==> src/rtl/multilane_shift_serdes_parameter.sv <==
// Multi-lane full-duplex shift engine: parallel word in, width/lanes serial beats out and in, parallel word back.
// Optional SERDES_LOOPBACK_EN adds a loopback input that feeds sout back into the receive path.
module multilane_shift_serdes_parameter #(
    parameter int width = 8,
    parameter int lanes = 1
) (
    input  logic             clk,
    input  logic             reset,
    input  logic             in_valid,
    output logic             in_ready,
    input  logic [width-1:0] in_data,
    input  logic             lsb_first,
    input  logic             stall,
    input  logic [lanes-1:0] sin,
`ifdef SERDES_LOOPBACK_EN
    input  logic             loopback,
`endif
    output logic [lanes-1:0] sout,
    output logic             sout_valid,
    output logic             out_valid,
    input  logic             out_ready,
    output logic [width-1:0] out_data,
    output logic             busy
);

    localparam int beats = width / lanes;
    localparam int cw    = (beats > 1) ? $clog2(beats) : 1;
    localparam logic [cw-1:0] last_beat = cw'(beats - 1);

    typedef enum logic [1:0] {
        IDLE  = 2'd0,
        SHIFT = 2'd1,
        HOLD  = 2'd2
    } state_t;

    state_t           state;
    logic [width-1:0] sreg;
    logic [cw-1:0]    beat_cnt;
    logic             order_lsb;

    logic [lanes-1:0] tx_slice;
    logic [lanes-1:0] rx_slice;
    logic [width-1:0] sreg_shifted;

    assign tx_slice = order_lsb ? sreg[lanes-1:0] : sreg[width-1 -: lanes];

`ifdef SERDES_LOOPBACK_EN
    assign rx_slice = loopback ? tx_slice : sin;
`else
    assign rx_slice = sin;
`endif

    // A single-beat word is replaced outright; slicing below would go out of range.
    generate
        if (lanes == width) begin : g_single_beat
            assign sreg_shifted = rx_slice;
        end else begin : g_multi_beat
            assign sreg_shifted = order_lsb ? {rx_slice, sreg[width-1:lanes]}
                                            : {sreg[width-lanes-1:0], rx_slice};
        end
    endgenerate

    always_ff @(posedge clk) begin
        if (reset) begin
            state     <= IDLE;
            sreg      <= '0;
            beat_cnt  <= '0;
            order_lsb <= 1'b0;
        end else begin
            case (state)
                IDLE: begin
                    if (in_valid) begin
                        sreg      <= in_data;
                        order_lsb <= lsb_first;
                        beat_cnt  <= '0;
                        state     <= SHIFT;
                    end
                end
                SHIFT: begin
                    if (!stall) begin
                        sreg     <= sreg_shifted;
                        beat_cnt <= beat_cnt + cw'(1);
                        if (beat_cnt == last_beat) begin
                            state <= HOLD;
                        end
                    end
                end
                HOLD: begin
                    // Reloading straight from HOLD avoids an idle bubble between words.
                    if (out_ready) begin
                        if (in_valid) begin
                            sreg      <= in_data;
                            order_lsb <= lsb_first;
                            beat_cnt  <= '0;
                            state     <= SHIFT;
                        end else begin
                            state <= IDLE;
                        end
                    end
                end
                default: begin
                    state <= IDLE;
                end
            endcase
        end
    end

    always_comb begin
        in_ready   = 1'b0;
        sout       = '0;
        sout_valid = 1'b0;
        out_valid  = 1'b0;
        out_data   = '0;
        busy       = (state != IDLE);
        case (state)
            IDLE: begin
                in_ready = 1'b1;
            end
            SHIFT: begin
                sout       = tx_slice;
                sout_valid = !stall;
            end
            HOLD: begin
                in_ready  = out_ready;
                out_valid = 1'b1;
                out_data  = sreg;
            end
            default: begin
                in_ready = 1'b0;
            end
        endcase
    end

endmodule

==> config.mk <==
export PLATFORM = sky130hd
export DESIGN_NAME = multilane_shift_serdes_parameter
export DESIGN_NICKNAME = d
export VERILOG_FILES = /design/src/rtl/multilane_shift_serdes_parameter.sv
export SDC_FILE = /design/constraint.sdc
export NUM_CORES = 1
export LEC_CHECK = 0
export ABC_AREA = 1
export CORE_ASPECT_RATIO = 1.4
export CORE_MARGIN = 2
export CORE_UTILIZATION = 40
export DETAILED_ROUTE_END_ITERATION = 12
export PLACE_DENSITY = 0.77
export SLEW_MARGIN = 5
export SYNTH_ARGS = -nofsm -noshare
export SYNTH_HDL_FRONTEND = slang
export SYNTH_SLANG_ARGS = --single-unit
export TNS_END_PERCENT = 50
==> constraint.sdc <==
create_clock -name clk -period 1.25 [get_ports clk]
set_clock_uncertainty 0.1 [all_clocks]
set_input_delay 0.1875 -clock clk [delete_from_list [all_inputs] [get_ports clk]]
set_output_delay 0.1875 -clock clk [all_outputs]
set_load 0.01 [all_outputs]
After elaboration in Yosys (flattened, before gate mapping)

Index checks and enable logic that the tools add are counted.
Widths: inputs -> output; s select.

Output and inout bits: 13
Bits in registers: 14
Bits of input ports: 15
Logic and storage cells: 44

$add $sub $neg: 1
Multiplexer cells: 24
Equality and inequality tests: 7
Reductions and logical operators: 8

Operators with widths:

| cell                | count |
|---|---|
| $mux 8              | 5 |
| $pmux 8 s3          | 1 |
| $mux 3              | 3 |
| $pmux 3 s3          | 1 |
| $mux 2              | 4 |
| $ne 2x2->1 const B  | 4 |
| $mux 1              | 7 |
| $pmux 2 s3          | 1 |
| $pmux 1 s2          | 2 |
| $reduce_and 4->1    | 1 |
| $reduce_bool 2->1   | 2 |
| $add 3x1->3 const B | 1 |
| $eq 3x3->1 const B  | 1 |
| $reduce_and 3->1    | 1 |
| $reduce_bool 3->1   | 1 |
| $eq 2x1->1 const B  | 1 |
| $eq 2x2->1 const B  | 1 |
| $logic_not 2->1     | 1 |
| $reduce_and 2->1    | 1 |
| $logic_not 1->1     | 1 |

Depth between registers and ports, before layout

Depth after elaboration: 4
Mapped depth: 8
Gate-level depth less buffers: 7

Least setup slack after synthesis

No wires, ideal clock.

Path type: register to output
From: reg state[1]
To: out sout
Setup slack: -0.082 ns
Data required time: 0.962 ns
Arrival: 1.045 ns
Buffers on the path: 1
Stages on the path, launching flop included: 7
Path through: dfxtp_1 -> inv_1 -> nand2_1 -> buf_6 -> inv_4 -> o21ai_0 -> a21oi_1

Cells in the longest elaborated chain, start to end: 2

Ends and longest elaborated chain:

| what                   | line | RTL |
|---|---|---|
| start, declared        | 36   | `state_t state;` |
| start signal, assigned | 65   | `state <= IDLE;` |
| start signal, assigned | 76   | `state <= SHIFT;` |
| start signal, assigned | 84   | `state <= HOLD;` |
| $eq 2x1->1             | 115  | `case (state)` |
| $mux 1                 | 115  |  |
| end, declared          | 18   | `output logic [lanes-1:0] sout,` |

Every way passes these cells.

Worst setup path in the final report

From: reg state[1]
To: out out_data[5]

Cells in the longest elaborated chain, start to end: 2

Ends and longest elaborated chain:

| what          | line | RTL |
|---|---|---|
| $eq 2x2->1    | 115  |  |
| $mux 8        | 115  |  |
| end, declared | 22   | `output logic [width-1:0] out_data,` |

Every way passes these cells.

==> impl_metrics.py <==
metrics = {
    "routing": {
        "vias": 1204,
        "drtAntennaViolNets": 0,
        "wl_met2_um": 1690,
        "post_drt_wl_per_cell_um": 14.1,
        "routed_wl_um": 3270,
        "initialDrtViolationCount": 48,
        "vias_per_cell": 5.21,
        "drtPass1Iterations": 4,
        "route.met3.wl_um": 153,
        "met1Wirelength_um": 1290,
        "highest-signal-layer": "met4",
        "drcViolationCount": 0,
    },
    "clock_network": {
        "htree_num_levels": 1,
        "clock_latency_ns": 0.30,
        "clockBufferDepth": 2,
        "cts_sinks": 14,
        "cts.clk_slew.worst_paths_ns": 0.09,
        "cts.root.buffer_cell": "clkbuf_4",
        "numCtsBuffers": 3,
        "cts_tree": "yes",
    },
    "setup_path": {
        "startpoint": "state[1]",
        "rrSetupSlack_ns": -0.14,
        "worst_setup_path_start_kind": "flop",
        "cp.arrival_ns": 1.17,
        "crit_required_ns": 0.96,
        "critical_path.endpoint_type": "output port",
        "path_class": "reg2out",
        "r2r-start": "state[1]",
        "crit_path_max_fanout": 8,
    },
    "synthesis": {
        "ys_warn_count": 0,
        "syn_area_per_cell_um2": 5.94,
        "synthFlopType": "dfxtp_1",
        "ys_types": 18,
        "synth-async-reset-ratio": 0,
        "yosysSeqAreaShare": 0.312,
        "netlist_area_um2": 897,
        "ys_seq_elements": 14,
        "synth_fp_nets": 168,
        "syn_inst": 151,
        "synth-edff-count": 0,
    },
    "die": {
        "core-area_um2": 2150,
        "die_x_um": 44.0,
        "core.rowCount": 20,
        "boundaryPins": 28,
        "die-area_um2": 2640,
        "start_util": 0.417,
        "die_y_um": 60.0,
    },
    "timing": {
        "slew_headroom": 0.856,
        "slew_violations": 0,
        "max_freq_mhz": 688,
        "tightest_slew_ns": 0.215,
        "post-route-min-period_ns": 1.45,
        "tns_ns": -3.49,
        "finalHoldViolCount": 0,
        "fin_crit_sh": 1.16,
        "fin_ws_ns": -0.203,
        "rsz0062_at_grt": "yes",
        "fin_hold_ws_ns": 0.335,
        "setup_viol": 25,
    },
    "global_route": {
        "grt_antenna_before_repair": 0,
        "grt_max_degree": 10,
        "grt_pass1_vias": 1149,
        "grt_usage": 0.263,
        "grt_overflow": 0,
        "grt_pass1_wl_um": 5080,
    },
    "layout": {
        "areaGrowthSynthToFinish_pct": 75.0,
        "drive_above_1_share": 0.397,
        "stdcell_count": 231,
        "final_cell_mix": "nand2_1 (54), buf_4 (24), nor2_1 (16)",
        "final.fill_count": 156,
        "nets": 228,
        "final_common_cell": "nand2_1",
        "n_antenna_cell": 0,
        "multi_input_comb_area_um2": 682,
        "ff_latch_area_um2": 288,
    },
    "placed_design": {
        "hpwlAfterDp_um": 1860,
        "gp_congestion": 0.844,
        "port-buffer-count": 27,
        "placedCellCount": 219,
    },
    "flow_run": {
        "drv.max_cap_violation_count": 0,
    },
    "pwr": {
        "max-vdd-ir-drop_mv": 0.641,
        "p_per_area_nw_per_um2": 1010,
        "p_leak_nw": 0.793,
    },
    "min_path": {
        "worstHoldStart": "beat_cnt[0]",
        "hold_class": "reg2reg",
    },
    "status": {
        "status": "finished, violations left",
        "failed_checks": "setup timing",
    },
}
power breakdown:
part / switching [mW] / internal (mW) / leakage [nW]
sequential: 0.0296 / 0.504 / 0.117
clock: 0.160 / 0.113 / 0.0138
combinational: 0.429 / 0.343 / 0.662
total: 0.619 / 0.960 / 0.793
stage by stage:
stage / cell area, µm² / worst slack (ns) / util / power [mW]
after floorplan: 903 / 0.00508 / - / 0.878
after global placement: 1340 / -0.414 / 0.623 / 1.10
after detailed placement: 1340 / -0.430 / 0.623 / 1.12
after CTS: 1500 / -0.157 / 0.698 / 1.50
after global routing: 1570 / -0.267 / 0.730 / 1.68
final: 1570 / -0.203 / 0.730 / 1.58
critical path: stages (launching register included):
cell and delay [ns]:
dfxtp_2 0.38, inv_4 0.06, nor2_4 0.11, inv_4 0.08
nor2_1 0.10, buf_2 0.14
cell families after synthesis:
kind of cell             synth area share
AO/OA/AOI/OAI                      0.0656
adder cells (fa/ha/maj)            0.0279
buffers and inverters               0.107
flip-flops                          0.312
AND/OR/NAND/NOR                     0.487
Yosys cell counts, types with 2 or more instances:
cell type	count	area, µm²
nand2_2	3	18.8
inv_2	2	7.51
inv_1	14	52.6
buf_6	2	22.5
a21oi_1	6	30.0
ha_1	2	25.0
o21ai_0	4	20.0
nand2_1	57	214
nor2_1	28	105
nand3_1	12	60.1
dfxtp_1	14	280
what timing repair did:
item | 4_1_cts | 5_1_grt
hold buffers | 0 | 0
pin swaps | 11 | 4
gates cloned | 3 | 0
buffers inserted | 4 | 2
endpoints found under the setup margin | 25 | 27
resized for setup | 89 | 18
worst paths after layout:
path                  to  cells after the start
max          out_data[5]                      5
min          beat_cnt[0]                      1
max reg2reg      sreg[2]                      8
min reg2reg  beat_cnt[0]                      1
registers in the layout (all words and copies together) (netlist names):
register and cells:
beat_cnt 3, order_lsb 1, sreg 8, state 2
layer usage:
metal / global-route usage / vias to the layer above
met1: 0.298 / 561
met2: 0.441 / 38
met5: 0 / -
met4: 0.177 / 0
li1: - / 591
met3: 0.0453 / 14
layout make-up:
cell class / count / area share
flip-flops and latches: 14 / 0.183
clock buffers: 3 / 0.0143
well taps: 22 / 0.0175
multi-input cells: 119 / 0.434
inverters: 18 / 0.0566
repair buffers: 55 / 0.294
Note: power is estimated with default switching activity, not from simulation.
